--- src/rtl/mem_access_ctrl.sv ---
// Memory access controller: turns CPU load/store requests into lane-enabled,
// registered memory transactions with alignment checking, bus timeout and extended load return.
module mem_access_ctrl #(
  parameter int DATA_W   = 32,
  parameter int ADDR_W   = 32,
  parameter int MAX_WAIT = 15
) (
  input  logic              clk,
  input  logic              rst,
  input  logic              cpu_rd,
  input  logic              cpu_wr,
  input  logic [ADDR_W-1:0] cpu_addr,
  input  logic [DATA_W-1:0] cpu_wdata,
  input  logic [1:0]        cpu_size,
  input  logic              cpu_signext,
  input  logic              cpu_if_stall,
  output logic [DATA_W-1:0] cpu_rdata,
  output logic              mem_stall,
  output logic              align_err,
  output logic              bus_err,
  output logic [ADDR_W-1:0] mem_addr,
  output logic [DATA_W-1:0] mem_wdata,
  output logic [DATA_W/8-1:0] mem_we,
  output logic              mem_re,
  input  logic              mem_ack,
  input  logic [DATA_W-1:0] mem_rdata
);

  localparam int NB   = DATA_W / 8;
  localparam int OFFW = $clog2(NB);
  localparam int CW   = $clog2(MAX_WAIT + 1);

  typedef enum logic [1:0] {IDLE, REQ, WAIT, DONE} state_t;

  state_t            state_q, state_d;
  logic [DATA_W-1:0] cpu_rdata_q, cpu_rdata_d;
  logic [DATA_W-1:0] mem_wdata_q, mem_wdata_d;
  logic [ADDR_W-1:0] mem_addr_q, mem_addr_d;
  logic [NB-1:0]     mem_we_q, mem_we_d;
  logic              mem_re_q, mem_re_d;
  logic [CW-1:0]     cnt_q, cnt_d;
  logic [OFFW-1:0]   off_q, off_d;
  logic [1:0]        size_q, size_d;
  logic              sext_q, sext_d;
  logic              write_q, write_d;

  logic              stall, alignPulse, busPulse;
  logic              request, aligned, signBit;
  logic [OFFW-1:0]   reqOff, sizeMask;
  logic [NB-1:0]     laneWe;
  logic [DATA_W-1:0] laneWdata, loadShifted, extMask, loadExt;

  always_comb begin
    reqOff  = cpu_addr[OFFW-1:0];
    request = cpu_rd | cpu_wr;
    case (cpu_size)
      2'd0:    sizeMask = '0;
      2'd1:    sizeMask = OFFW'(1);
      2'd2:    sizeMask = OFFW'(3);
      default: sizeMask = OFFW'(7);
    endcase
    aligned = ((reqOff & sizeMask) == '0) && ((DATA_W == 64) || (cpu_size != 2'd3));
  end

  // Store lanes: the low 2^size bytes repeat across every lane; enables cover the addressed bytes.
  always_comb begin
    laneWe    = '0;
    laneWdata = '0;
    for (int i = 0; i < NB; i++) begin
      laneWe[i] = (i >= int'(reqOff)) && (i < int'(reqOff) + (1 << cpu_size));
      laneWdata[8*i +: 8] = cpu_wdata[8*(i & ((1 << cpu_size) - 1)) +: 8];
    end
  end

  always_comb begin
    loadShifted = mem_rdata >> {off_q, 3'b000};
    extMask     = '0;
    signBit     = 1'b0;
    for (int i = 0; i < DATA_W; i++) begin
      extMask[i] = (i < (8 << size_q));
      if (i == (8 << size_q) - 1) signBit = loadShifted[i];
    end
    loadExt = loadShifted & extMask;
    if (sext_q && signBit) loadExt = loadExt | ~extMask;
  end

  always_comb begin
    state_d     = state_q;
    cpu_rdata_d = cpu_rdata_q;
    mem_wdata_d = mem_wdata_q;
    mem_addr_d  = mem_addr_q;
    mem_we_d    = '0;
    mem_re_d    = 1'b0;
    cnt_d       = cnt_q;
    off_d       = off_q;
    size_d      = size_q;
    sext_d      = sext_q;
    write_d     = write_q;
    stall       = 1'b0;
    alignPulse  = 1'b0;
    busPulse    = 1'b0;
    case (state_q)
      IDLE: begin
        if (request && aligned) begin
          state_d    = REQ;
          stall      = 1'b1;
          off_d      = reqOff;
          size_d     = cpu_size;
          sext_d     = cpu_signext;
          write_d    = cpu_wr;
          mem_addr_d = {cpu_addr[ADDR_W-1:OFFW], {OFFW{1'b0}}};
          if (cpu_wr) begin
            mem_we_d    = laneWe;
            mem_wdata_d = laneWdata;
          end else begin
            mem_re_d = 1'b1;
          end
        end else if (request) begin
          state_d     = DONE;
          alignPulse  = 1'b1;
          cpu_rdata_d = '0;
        end
      end
      REQ: begin
        state_d = WAIT;
        stall   = 1'b1;
        cnt_d   = '0;
      end
      WAIT: begin
        stall = 1'b1;
        // The timeout fires in the MAX_WAIT-th WAIT cycle, i.e. once MAX_WAIT-1 cycles have elapsed.
        if (mem_ack) begin
          state_d = DONE;
          if (!write_q) cpu_rdata_d = loadExt;
        end else if (cnt_q == CW'(MAX_WAIT - 1)) begin
          state_d     = DONE;
          busPulse    = 1'b1;
          cpu_rdata_d = '0;
        end else if (cnt_q != CW'(MAX_WAIT)) begin
          cnt_d = cnt_q + CW'(1);
        end
      end
      DONE: begin
        if (!cpu_if_stall) state_d = IDLE;
      end
      default: state_d = IDLE;
    endcase
  end

  always_ff @(posedge clk or posedge rst) begin
    if (rst) begin
      state_q     <= IDLE;
      cpu_rdata_q <= '0;
      mem_wdata_q <= '0;
      mem_addr_q  <= '0;
      mem_we_q    <= '0;
      mem_re_q    <= 1'b0;
      cnt_q       <= '0;
      off_q       <= '0;
      size_q      <= '0;
      sext_q      <= 1'b0;
      write_q     <= 1'b0;
    end else begin
      state_q     <= state_d;
      cpu_rdata_q <= cpu_rdata_d;
      mem_wdata_q <= mem_wdata_d;
      mem_addr_q  <= mem_addr_d;
      mem_we_q    <= mem_we_d;
      mem_re_q    <= mem_re_d;
      cnt_q       <= cnt_d;
      off_q       <= off_d;
      size_q      <= size_d;
      sext_q      <= sext_d;
      write_q     <= write_d;
    end
  end

  // Combinational flags are masked during reset so a held request cannot leak through.
  assign mem_stall = stall & ~rst;
  assign align_err = alignPulse & ~rst;
  assign bus_err   = busPulse & ~rst;
  assign cpu_rdata = cpu_rdata_q;
  assign mem_addr  = mem_addr_q;
  assign mem_wdata = mem_wdata_q;
  assign mem_we    = mem_we_q;
  assign mem_re    = mem_re_q;

endmodule

--- config.mk ---
export PLATFORM = sky130hd
export DESIGN_NAME = mem_access_ctrl
export DESIGN_NICKNAME = d
export VERILOG_FILES = /design/src/rtl/mem_access_ctrl.sv
export SDC_FILE = /design/constraint.sdc
export NUM_CORES = 1
export LEC_CHECK = 0
export ABC_CLOCK_PERIOD_IN_PS = 3450
export CAP_MARGIN = 20
export CORE_UTILIZATION = 42
export CTS_BUF_LIST = sky130_fd_sc_hd__clkbuf_8
export DETAILED_ROUTE_END_ITERATION = 16
export PLACE_DENSITY = 0.79
export SETUP_SLACK_MARGIN = 0.3
export SLEW_MARGIN = 10
export SYNTH_ARGS = -nofsm -noshare
export SYNTH_HDL_FRONTEND = slang
export SYNTH_SLANG_ARGS = --single-unit
--- constraint.sdc ---
create_clock -name clk -period 3.45 [get_ports clk]
set_input_delay 0.345 -clock clk [delete_from_list [all_inputs] [get_ports clk]]
set_output_delay 0.345 -clock clk [all_outputs]
set_load 0.05 [all_outputs]
Yosys cells after proc, flatten, opt, wreduce, memory -nomap -nowiden
Index checks and enable logic that the tools add are counted. W data, S select, Z words.

Register bits: 111. Word-level logic and storage cells: 198. Output and inout bits: 104. Input port bits: 105.

Shifts and indexed selects: 6. Order comparisons: 39. Bitwise logic cells: 9. $add $sub $neg: 4. Reduce and logical (&&, ||, !) cells: 18. Eq/ne operators: 47. Multiplexer cells: 64.

Operators with widths (count): $eq A6 B32 Y1 const A (16); $lt A6 B32 Y1 const A (16); $eq A5 B32 Y1 const A (8); $lt A5 B32 Y1 const A (8); $mux W32 (6); $eq A4 B32 Y1 const A (4); $lt A3 B32 Y1 const A (4); $lt A4 B32 Y1 const A (4); $eq A3 B32 Y1 const A (2); $lt A1 B32 Y1 const A (2); $lt A2 B32 Y1 const A (2); $pmux W32 S2 (1); $shiftx A32 B6 Y8 (2); $mux W1 (42); $add A3 B32 Y32 (1); $and A32 B32 Y32 (1); $eq A2 B32 Y1 const A (1); $logic_not A32 Y1 (1); $not A32 Y32 (1); $or A32 B32 Y32 (1); $shiftx A32 B5 Y8 (1); $shl A1 B2 Y32 const A (1); $shl A4 B2 Y32 const A (1); $shr A32 B5 Y32 (1); other kinds (29) (60).

Depth between registers and ports, before layout
Gate-level depths: netlist of run 1.

Depth after elaboration: 40. Gate-level depth with buffers: 12. Gate-level depth less buffers: 8.

Least setup slack after synthesis of run 1
No wires, ideal clock.

Path kind: input to output. Start point: in cpu_size[1]. End point: out mem_stall. Data required time: 3105 ps. Stages on the path: 12. Arrival time: 3469 ps. Setup slack: -364 ps. Path buffers: 5. Cell sequence: buf_2 nor2_2 buf_2 inv_1 ha_1 and2_1 clkbuf_1 nor3_1 buf_2 buf_4 nor2_1 nor3_1.

Longest elaborated chain between the ends: 9. Elaborated cells between the ends (all ways): 11. Classes of those cells: 2 x eq/ne; 3 x mux; 2 x bitwise; 4 x reduce/logical.

Ends and longest elaborated chain: start: declaration (RTL line 14) `input logic [1:0] cpu_size,`; $eq A2 B1 Y1 / $logic_not A2 Y1 (equally long branches) (RTL line 56) `case (cpu_size)`; $pmux W2 S2 (RTL line 56); $and A2 B2 Y2 (RTL line 62) `aligned = ((reqOff & sizeMask) == '0) && ((DATA_W == 64) || (cpu_size != 2'd3));`; $logic_not A2 Y1 (RTL line 62); $logic_and A1 B1 Y1 * (RTL line 62); $logic_and A1 B1 Y1 * (RTL line 104) `if (request && aligned) begin`; $mux W1 * (RTL line 104); $pmux W1 S2 * (RTL line 102) `case (state_q)`; $and A1 B1 Y1 * (RTL line 179) `assign mem_stall = stall & ~rst;`; end: declaration (RTL line 18) `output logic mem_stall,`.

Every way passes the cells marked *; elsewhere a longest branch is shown, timed or not.

Worst setup path after layout of run 1
Start point: reg state_q[0]. End point: out bus_err.

Longest elaborated chain between the ends: 3.

Ends and longest elaborated chain: start: declaration (RTL line 35) `state_t state_q, state_d;`; start signal: assignment (RTL line 164) `state_q <= state_d;`; $eq A2 B2 Y1 (RTL line 102); $mux W1 (RTL line 102); $and A1 B1 Y1 (RTL line 181) `assign bus_err = busPulse & ~rst;`; end: declaration (RTL line 20) `output logic bus_err,`.

No other way between the ends.

==> summary.md, run 1 <==
| Metric | Value |
|---|---|
| Worst Hold Class | `primary input to flop` |
| Share of cells above drive strength 1 | `0.1392` |
| Initial antenna violation count | `0` |
| Ys flop type | `dfrtp_1` |
| Sequential Area | `2778 um2` |
| Area grow syn2layout | `43.20%` |
| Total global routing overflow | `0` |
| Vias | `4682` |
| Final antenna-violating net count | `0` |
| Die H | `118.8 um` |
| Nets@finish | `817` |
| # Max-Cap Violations | `0` |
| Post-Synth Adder-Cell Area | `0.03164` |
| PwrDens | `between 900 and 1000 nW/um2` |
| Avg WL per Cell | `between 15 and 20 um` |
| Final core utilization | `0.6176` |
| Post-synthesis cell count | `504` |
| Outcome | `finished clean` |
| First-pass GRT wire length | `25260 um` |
| DR vias/cell | `5.320` |
| Yosys warnings | `0` |
| Mapped Area | `5734 um2` |
| Number of global-route vias before repair | `4938` |
| DRC Markers | `0` |
| Number of synthesized flops with an enable pin | `0` |
| Slew @ Worst Pin | `0.8434 ns` |
| Clk Latency, worst-skew pair | `0.40 ns` |
| Static Leak | `3.431 nW` |
| Compound-cell area share of the yosys netlist | `0.1176` |
| Total clock sinks | `111` |
| Htree depth | `3` |
| Routed WL | `15750 um` |
| Sequential share of the synthesized area | `0.4844` |
| Die ar. | `14120 um2` |
| Critical path arrival | `2.46 ns` |
| Most common cell after layout, fill and taps aside | `clkdlybuf4s50_1` |
| Max VDD drop | `672.4 uV` |
| CORE AREA | `13300 um2` |
| Post-layout min period | `2.806 ns` |
| Clk buf depth | `2` |
| RSZ-0062 raised after global routing | `false` |
| Pin count of the biggest net entering global routing | `just over 50` |
| Ports | `209` |
| Worst setup EP type | `output port` |
| Synth Area in Simple Gates | `0.07811` |
| Total CTS buffers | `9` |
| DIE WIDTH | `between 100 and 150 um` |
| Count of different cell masters after synthesis | `53` |
| Number of diodes | `0` |
| Crit path required time | `3.11 ns` |
| Slew HR | `0.4303` |
| Area of the multi-input gates | `~2700 um2` |
| Post-CTS Setup Inserts | `0` |
| # rows | `42` |
| CTS tree | `built` |
| Root Driver | `clkbuf_8` |
| Post-synthesis xor/xnor area fraction | `0.001527` |
| Detailed placement HPWL | `11710 um` |
| Initial DRC count | `368` |
| Largest family of logic cells by synthesized area | `multiplexers` |
| Reg2reg setup slack | `0.74 ns` |
| Yosys reg bits | `between 100 and 150` |
| Average size of a mapped cell | `about 11 um2` |
| Fraction of registers with async set/reset | `1.000` |
| Setup TNS | `0 ns` |
| FMAX | `between 300 and 400 MHz` |
| Final hold viol count | `0` |
| Final worst-path cycle share | `0.8135` |
| DR pass1 iterations | `4` |
| Commonest non-fill, non-tap cells in the layout | `clkdlybuf4s50_1, dfrtp_1, mux2i_1` |
| Worst-path clk slew | `0.12 ns` |
| Global placer's final weighted congestion | `0.8143` |
| Initial Utilization | `0.4313` |
| All-Layer GR Usage | `0.2286` |
| Multiplexer share of the synthesized area | `0.2341` |
| Worst Path Max Fanout | `12` |
| Fill cells | `1060` |
| Setup violators final | `0` |
| Clock skew | `0.02047 ns` |
| Max Slew Vio Count | `0` |
| Worst setup SP type | `flop` |
| Number of port buffers | `206` |
| Setup Crit Path Kind | `flop to output port` |
synth_stat cells, drive strengths merged (2+ instances only):
library cell | n | area share
a21oi | 30 | 0.026
o21ai | 18 | 0.016
buf | 21 | 0.021
mux2i | 61 | 0.11
nor2 | 25 | 0.017
inv | 32 | 0.021
nand2b | 3 | 0.0033
a22oi | 2 | 0.0026
a2111oi | 2 | 0.0031
o21a | 3 | 0.0039
nor3b | 2 | 0.0026
nand2 | 15 | 0.0098
clkbuf | 14 | 0.0092
nor2b | 6 | 0.0065
dfrtp | 111 | 0.48
conb | 2 | 0.0013
nor3 | 6 | 0.0061
and2 | 4 | 0.0044
o211ai | 15 | 0.020
ha | 12 | 0.026
a32o | 8 | 0.014
and3 | 9 | 0.0098
nand3b | 7 | 0.0092
nand3 | 5 | 0.0044
o32ai | 10 | 0.015
mux2 | 62 | 0.12
worst max-delay path, stage by stage, from the launching register on:
cell,delay (ns)
dfrtp_1,0.43
inv_1,0.14
ha_1,0.41
nor2b_1,0.31
nor3b_1,0.23
dlygate4sd2_1,0.56
flip-flops by register name (all words and copies together), names as in the netlist:
register	flops
cpu_rdata	32
mem_wdata	32
mem_addr	30
cnt_q	4
mem_we	4
off_q	2
size_q	2
state_q	2
mem_re	1
sext_q	1
write_q	1
where the power goes:
| group | internal [mW] | switching [mW] |
|---|---|---|
| Combinational | 1.84 | 3.11 |
| Clock | 0.375 | 0.494 |
| Sequential | 1.86 | 0.412 |
| Total | 4.08 | 4.02 |
stage by stage:
step / power (mW) / worst slack [ns] / instance area, um2 / std cells / hold WS (ns)
6_report: 8.095 / 0.6435 / 8212 / 880 / 0.4936
5_1_grt: 8.491 / 0.4906 / 8212 / 880 / 0.4992
4_1_cts: 8.127 / 0.5956 / 8212 / 880 / 0.4953
3_5_place_dp: 7.237 / 0.3802 / 7991 / 864 / 0.4806
3_3_place_gp: 7.115 / 0.5503 / 7991 / 864 / 0.4703
2_1_floorplan: 5.615 / 0.2492 / 5757 / 506 / 0.4177
what timing repair did:
action,CTS,global route
resized for setup,1,0
hold buffers,0,0
setup endpoints to repair,1,0
hold endpoints to repair,0,0
cell families after synthesis:
family,count (synthesis)
AO/OA/AOI/OAI,99
XOR/XNOR,1
adder cells (fa/ha/maj),14
buffers and inverters,67
flip-flops,111
multiplexers,124
other,2
AND/OR/NAND/NOR,86
final timing paths:
check,cells past startpoint,start,endpoint
max in group asynchronous,3,rst,size_q[1]
setup / recovery,5,state_q[0],bus_err
hold reg to reg,1,cpu_rdata[23],cpu_rdata[23]
setup reg to reg,7,state_q[0],cpu_rdata[0]
hold / removal,3,cpu_signext,sext_q
min in group asynchronous,2,rst,cnt_q[0]
area by class of cell:
class	count	share of cell area
sequential	111	0.3383
multi-input combinational	328	0.3279
timing repair buffer	217	0.2650
tap	176	0.02682
clock buffer	10	0.01676
inverter	32	0.01508
clock inverter	6	0.01021
routing by layer:
metal,global-route usage,up-vias,wire [um]
li1,-,2191,-
met1,0.2866,2276,6554
met3,0.07519,16,1563
met5,0,-,0
met4,0.07674,0,236
met2,0.3710,199,7391
No activity file was read; power rests on OpenSTA's default activity.
==> run 2: changes to the inputs <==
- ABC_CLOCK_PERIOD_IN_PS: 3450 -> 2700
- CORE_UTILIZATION: 42 -> 46
- PLACE_DENSITY: 0.79 -> 0.82
- clock period: 3.45 -> 2.7 ns (I/O delays scaled with it)
==> summary.md, run 2 (synthesized netlist as in run 1, its figures left out) <==
| Metric | Value |
|---|---|
| Pin count of the biggest net entering global routing | `51 (unchanged)` |
| Worst-path clk slew | `0.10 ns (was 0.12 ns)` |
| Fill cells | `898 (was 1060)` |
| Outcome | `finished clean (unchanged)` |
| CORE AREA | `12060 um2 (was 13300 um2)` |
| Setup Crit Path Kind | `primary input to output port (was flop to output port)` |
| Number of port buffers | `206 (unchanged)` |
| Clock skew | `0.01067 ns (was 0.02047 ns)` |
| Cts hold-fix bufs | `0 (unchanged)` |
| Htree depth | `3 (unchanged)` |
| # rows | `40 (was 42)` |
| Die ar. | `12920 um2 (was 14120 um2)` |
| Ports | `209 (unchanged)` |
| Hold endpoint | `sext_q (unchanged)` |
| Pre-CTS setup slack | `0.1751 ns (was 0.3802 ns)` |
| Total global routing overflow | `0 (unchanged)` |
| Share of cells above drive strength 1 | `0.1483 (was 0.1392)` |
| DRC Markers | `0 (unchanged)` |
| Die H | `113.7 um (was 118.8 um)` |
| Detailed placement HPWL | `11740 um (was 11710 um)` |
| Avg WL per Cell | `17.72 um (was 17.89 um)` |
| CP max-delay cell | `clkdlybuf4s50_1 (was dlygate4sd2_1)` |
| Clk buf depth | `2 (unchanged)` |
| Clock group share of total power | `0.104 (was 0.107)` |
| Post-layout min period | `2.413 ns` |
| Initial DRC count | `268 (was 368)` |
| Most common cell after layout, fill and taps aside | `clkdlybuf4s50_1 (unchanged)` |
| Initial Utilization | `0.4754 (was 0.4313)` |
| Max VDD drop | `816.5 uV (was 672.4 uV)` |
| Max Slew Vio Count | `0 (unchanged)` |
| Area grow syn2layout | `44.75% (was 43.20%)` |
| DR pass1 iterations | `4 (unchanged)` |
| Slew HR | `0.4965 (was 0.4303)` |
| Crit path required time | `2.43 ns (was 3.11 ns)` |
| Total CTS buffers | `9 (unchanged)` |
| Worst Hold Class | `primary input to flop (unchanged)` |
| Commonest non-fill, non-tap cells in the layout | `clkdlybuf4s50_1, dfrtp_1, mux2i_1 (unchanged)` |
| Initial antenna violation count | `0 (unchanged)` |
| DIE WIDTH | `113.7 um (was 118.8 um)` |
| NetSw | `5.054 mW (was 4.018 mW)` |
| # Max-Cap Violations | `0 (unchanged)` |
| Critical-path cell list | `clkdlybuf4s50_1 > nand2b_4 > ha_1 > and2_1 > buf_4 > nor3_4 > nor2_1 > nor3_4 > buf_12 (was inv_1 > ha_1 > nor2b_1 > nor3b_1 > dlygate4sd2_1)` |
| All-Layer GR Usage | `0.2510 (was 0.2286)` |
| Slew @ Worst Pin | `0.7537 ns (was 0.8434 ns)` |
| CP peak stage delay | `0.48 ns (was 0.56 ns)` |
| Final hold viol count | `0 (unchanged)` |
| Hold path cells | `3 (unchanged)` |
| Clk Latency, worst-skew pair | `0.36 ns (was 0.40 ns)` |
| Reg power frac | `0.277 (was 0.281)` |
| Static Leak | `3.463 nW (was 3.431 nW)` |
| RSZ-0062 raised after global routing | `true (was false)` |
| Hold Path Origin | `cpu_signext (unchanged)` |
| Setup TNS | `0 ns (unchanged)` |
| Worst setup SP type | `primary input (was flop)` |
| Switching fraction of total power | `0.4864 (was 0.4964)` |
| Reg2reg setup slack | `0.56 ns (was 0.74 ns)` |
| Setup violators final | `0 (unchanged)` |
| Reg2reg start | `state_q[1] (was state_q[0])` |
| Critical path arrival | `2.14 ns (was 2.46 ns)` |
| Worst path most repeated cell | `nor3_4` |
| Final antenna-violating net count | `0 (unchanged)` |
| PwrDens | `1252 nW/um2 (was 985.8 nW/um2)` |
| Total clock sinks | `111 (unchanged)` |
| Power Internal | `5.336 mW (was 4.077 mW)` |
| Worst reg-to-reg path cell count | `7 (unchanged)` |
| First-pass GRT wire length | `25440 um (was 25260 um)` |
| DR vias/cell | `5.396 (was 5.320)` |
| Worst setup EP type | `output port (unchanged)` |
| Setup slack after layout | `0.2872 ns (was 0.6435 ns)` |
| Number of global-route vias before repair | `5067 (was 4938)` |
| Routed WL | `15530 um (was 15750 um)` |
| Worst Path Max Fanout | `5 (was 12)` |
| R2r endpoint | `cpu_rdata[10] (was cpu_rdata[0])` |
| Total power | `10.39 mW (was 8.095 mW)` |
| Number of diodes | `0 (unchanged)` |
| Logic gate share of total power | `0.619 (was 0.612)` |
| Vias | `4727 (was 4682)` |
| Sequential Area | `2778 um2 (unchanged)` |
| Global placer's final weighted congestion | `0.8403 (was 0.8143)` |
| Root Driver | `clkbuf_8 (unchanged)` |
| CTS tree | `built (unchanged)` |
| Final worst-path cycle share | `0.8936` |
| FMAX | `414.5 MHz` |
| Area of the multi-input gates | `2728 um2 (was 2693 um2)` |
| Nets@finish | `822 (was 817)` |
## run 2: changes by cell type in the layout (fill, tap and decap cells not counted), sizes merged
cell           previous run  this run
buf                      13        19
inv                      35        33
bufinv                    1         2
clkdlybuf4s50           203       202
clkinv                    1         0
clkinvlp                  1         2
## run 2: worst max-delay path by stage
stage,start,end,slack [ns],cells past startpoint
after floorplan,cpu_size[1],mem_stall,0.05,12
after global placement,cpu_size[1],mem_addr[27],0.23,8
after detailed placement,cpu_size[1],mem_addr[16],0.18,8
after CTS,state_q[1],mem_stall,0.25,7
after global routing,cpu_size[1],mem_stall,0.18,10
final,cpu_size[1],mem_stall,0.29,9
## run 2: final cells by class
type	count	share of cell area
sequential	111	0.3346
timing repair buffer	222	0.2709
clock buffer	10	0.01658
inverter	32	0.01492
multi-input combinational	328	0.3286
clock inverter	5	0.009044
tap	168	0.02532
## run 2: routing by layer
layer	share of wire	global-route usage	routed length [um]
met2	0.49	0.4260	7561
met1	0.39	0.2979	6128
met3	0.093	0.08023	1451
met4	0.025	0.09386	384
met5	0	0	0
## run 2: through the flow
stage	cell area (um2)	hold slack, ns	utilization	std cells
6_report	8300	0.4553	0.6882	876
5_1_grt	8300	0.4964	0.6882	876
4_1_cts	8293	0.4382	0.6876	876
3_5_place_dp	8071	0.4843	0.6692	861
3_3_place_gp	8071	0.4736	0.6692	861
2_1_floorplan	5798	0.3427	-	506
## run 2: what timing repair did
item                                    in CTS  in global routing
endpoints found under the hold margin        0                  0
buffers inserted                             0                  0
resized for setup                            3                  2
endpoints found under the setup margin       3                 11
## run 2: worst max-delay path, delay by kind of cell
family | cells | cell delay, ns
simple gates | 5 | 0.89
buf+inv | 3 | 0.82
fa+ha+maj | 1 | 0.17
## run 2: power groups by stage
stage          combinational, mW  clock, mW  sequential (mW)
6_report                    6.43       1.08             2.88
2_1_floorplan               2.12          0             5.08
4_1_cts                     6.45       1.11             2.88
3_3_place_gp                6.29          0             2.86
3_5_place_dp                6.42          0             2.90
5_1_grt                     6.77       1.17             2.99
==> run 3: changes to the inputs <==
- ABC_AREA: unset -> 1
- CORE_MARGIN: unset -> 4
- CORE_UTILIZATION: 46 -> 47
- PLACE_DENSITY: 0.82 -> 0.84
==> summary.md, run 3 <==
| Metric | Value |
|---|---|
| Detailed placement HPWL | `12280 um (was 11740 um)` |
| Clk Latency, worst-skew pair | `0.38 ns (was 0.36 ns)` |
| CP Launch Point | `cpu_size[0] (was cpu_size[1])` |
| Yosys top cell by area | `dfrtp_1 (unchanged)` |
| Slew HR | `0.5929 (was 0.4965)` |
| Initial DRC count | `488 (was 268)` |
| Setup TNS | `0 ns (unchanged)` |
| Total CTS buffers | `9 (unchanged)` |
| First-pass GRT wire length | `26190 um (was 25440 um)` |
| Sequential Area | `2778 um2 (unchanged)` |
| Initial Utilization | `0.4809 (was 0.4754)` |
| Routed WL | `16460 um (was 15530 um)` |
| Max VDD drop | `700.5 uV (was 816.5 uV)` |
| Top cell type's share of synthesized area | `0.4808 (was 0.4844)` |
| Crit path required time | `2.43 ns (about the same)` |
| Post-Layout Cell Count | `1125 (was 876)` |
| # Max-Cap Violations | `0 (unchanged)` |
| Ys flop type | `dfrtp_1 (unchanged)` |
| Yosys reg bits | `111 (unchanged)` |
| DRC Markers | `0 (unchanged)` |
| Pin count of the biggest net entering global routing | `112 (was 51)` |
| Ports | `209 (unchanged)` |
| Max Slew Vio Count | `0 (unchanged)` |
| Most frequent cells after synthesis | `nand2_1, dfrtp_1, o21ai_0, inv_1, nor2_1 (was dfrtp_1, mux2i_1, mux2_2, inv_1, a21oi_1)` |
| Yosys warnings | `0 (unchanged)` |
| Share of cells above drive strength 1 | `0.05112 (was 0.1483)` |
| Total global routing overflow | `0 (unchanged)` |
| Met2 Use GR | `0.3840 (was 0.4260)` |
| Reg2reg start | `state_q[0] (was state_q[1])` |
| Fill cells | `998 (was 898)` |
| Average size of a mapped cell | `7.397 um2 (was 11.38 um2)` |
| Design area | `8105 um2 (was 8300 um2)` |
| FMAX | `435.8 MHz (was 414.5 MHz)` |
| GRT Max-Usage Layer | `met2 (unchanged)` |
| Setup Crit Path Kind | `primary input to output port (unchanged)` |
| R2r endpoint | `cpu_rdata[12] (was cpu_rdata[10])` |
| Area of the multi-input gates | `2582 um2 (was 2728 um2)` |
| Hold Path Origin | `cpu_addr[17] (was cpu_signext)` |
| Slew @ Worst Pin | `0.6106 ns (was 0.7537 ns)` |
| Dominant cells by area after synthesis | `dfrtp_1, nand2_1, o21ai_0, inv_1, ha_1 (was dfrtp_1, mux2_2, mux2i_1, a21oi_1, ha_1)` |
| Most frequent cell after synthesis | `nand2_1 (was dfrtp_1)` |
| Hold WS | `0.4134 ns (was 0.4553 ns)` |
| GRT met3 Usage | `0.05983 (was 0.08023)` |
| Total clock sinks | `111 (unchanged)` |
| Static Leak | `4.090 nW (was 3.463 nW)` |
| # rows | `40 (unchanged)` |
| Reg2reg setup slack | `0.63 ns (was 0.56 ns)` |
| Worst Setup EP | `mem_stall (unchanged)` |
| Final core utilization | `0.6748 (was 0.6882)` |
| Critical path arrival | `2.02 ns (was 2.14 ns)` |
| DR vias/cell | `4.958 (was 5.396)` |
| Cts hold-fix bufs | `0 (unchanged)` |
| Global placer's final weighted congestion | `0.8998 (was 0.8403)` |
| Worst reg-to-reg path cell count | `11 (was 7)` |
| Vias | `5578 (was 4727)` |
| DR pass1 iterations | `5 (was 4)` |
| GR Util met1 | `0.2923 (was 0.2979)` |
| Post-layout min period | `2.295 ns (was 2.413 ns)` |
| Initial antenna violation count | `0 (unchanged)` |
| Final antenna-violating net count | `0 (unchanged)` |
| Outcome | `finished clean (unchanged)` |
| Final worst-path cycle share | `0.8499 (was 0.8936)` |
| Htree depth | `3 (unchanged)` |
| Commonest non-fill, non-tap cells in the layout | `nand2_1, clkdlybuf4s50_1, dfrtp_1 (was clkdlybuf4s50_1, dfrtp_1, mux2i_1)` |
| Final hold viol count | `0 (unchanged)` |
| Clk buf depth | `2 (unchanged)` |
| Setup violators final | `0 (unchanged)` |
| Mapped Area | `5777 um2 (was 5734 um2)` |
| Number of global-route vias before repair | `5268 (was 5067)` |
| Post-synthesis cell count | `781 (was 504)` |
| Die ar. | `14130 um2 (was 12920 um2)` |
| Root Driver | `clkbuf_8 (unchanged)` |
| Avg WL per Cell | `14.63 um (was 17.72 um)` |
| Area grow syn2layout | `40.31% (was 44.75%)` |
| Most common cell after layout, fill and taps aside | `nand2_1 (was clkdlybuf4s50_1)` |
| CTS tree | `built (unchanged)` |
| DIE WIDTH | `118.9 um (was 113.7 um)` |
| Nets@finish | `1091 (was 822)` |
| Worst Path Max Fanout | `3 (was 5)` |
| Number of port buffers | `206 (unchanged)` |
| Worst setup EP type | `output port (unchanged)` |
| Number of synthesized flops with an enable pin | `0 (unchanged)` |
| RSZ-0062 raised after global routing | `false (was true)` |
| Count of different cell masters after synthesis | `34 (was 53)` |
| Worst Hold Class | `primary input to flop (unchanged)` |
| All-Layer GR Usage | `0.2294 (was 0.2510)` |
| CORE AREA | `12010 um2 (was 12060 um2)` |
| Fraction of registers with async set/reset | `1.000 (unchanged)` |
| Die H | `118.9 um (was 113.7 um)` |
| PwrDens | `1229 nW/um2 (was 1252 nW/um2)` |
| Worst-path clk slew | `0.11 ns (was 0.10 ns)` |
| Placed inst area | `7920 um2 (was 8071 um2)` |
| Cells after DPL | `1108 (was 861)` |
| Number of diodes | `0 (unchanged)` |
| Sequential share of the synthesized area | `0.4808 (was 0.4844)` |
| Worst setup SP type | `primary input (unchanged)` |
| Clock skew | `0.007433 ns (was 0.01067 ns)` |
## run 3: cell types whose count changed in the layout (fill, tap and decap cells not counted), moves of 16 or more
cell,delta
a21oi_1,-19
mux2_2,-58
mux2i_1,-61
nand2_1,+370
nand3_1,+16
o21ai_0,+60
## run 3: how the worst min path moves through the flow
stage	endpoint	slack [ns]	cells after the start
2_1_floorplan	mem_re	0.35	1
3_3_place_gp	mem_wdata[9]	0.45	2
3_5_place_dp	mem_wdata[10]	0.46	2
4_1_cts	mem_addr[17]	0.40	3
5_1_grt	mem_addr[14]	0.41	3
6_report	mem_addr[17]	0.41	3
## run 3: timing repair
item	CTS	global route
endpoints found under the setup margin	2	1
setup buffers	1	0
resized for setup	4	2
## run 3: critical path, stage by stage
cell	delay (ns)
clkdlybuf4s50_1	0.52
inv_1	0.09
nor2_1	0.13
inv_1	0.10
ha_1	0.18
nand2_1	0.06
nand2_1	0.08
nand3b_4	0.16
clkinv_1	0.06
o21ai_0	0.08
nor2_2	0.09
buf_4	0.20
## run 3: through the flow
step / power, mW / worst slack [ns]
5_1_grt: 10.56 / 0.3057
4_1_cts: 10.01 / 0.3247
3_3_place_gp: 8.949 / 0.3324
6_report: 9.958 / 0.4054
3_5_place_dp: 9.032 / 0.2233
2_1_floorplan: 7.006 / 0.05269
## run 3: area by class of cell
| type | count | share of cell area |
|---|---|---|
| sequential | 111 | 0.3427 |
| multi-input combinational | 580 | 0.3186 |
| timing repair buffer | 217 | 0.2680 |
| inverter | 54 | 0.02547 |
| tap | 147 | 0.02269 |
| clock buffer | 9 | 0.01528 |
| clock inverter | 7 | 0.007255 |
## run 3: power by group
part	switching (mW)	internal (mW)
logic	4.21	1.97
clock network	0.598	0.349
registers	0.457	2.38
total	5.26	4.69
## run 3: routing by layer
metal	share of wire	vias to the layer above
met3	0.075	19
li1	-	2804
met4	0.017	0
met1	0.43	2577
met2	0.48	178
met5	0	-
## run 3: logic make-up after synthesis
family                   Yosys count  synth area share
AO/OA/AOI/OAI                    102           0.09487
adder cells (fa/ha/maj)           13           0.02946
buffers and inverters             92           0.07494
flip-flops                       111            0.4808
other                              2          0.001300
AND/OR/NAND/NOR                  461            0.3186
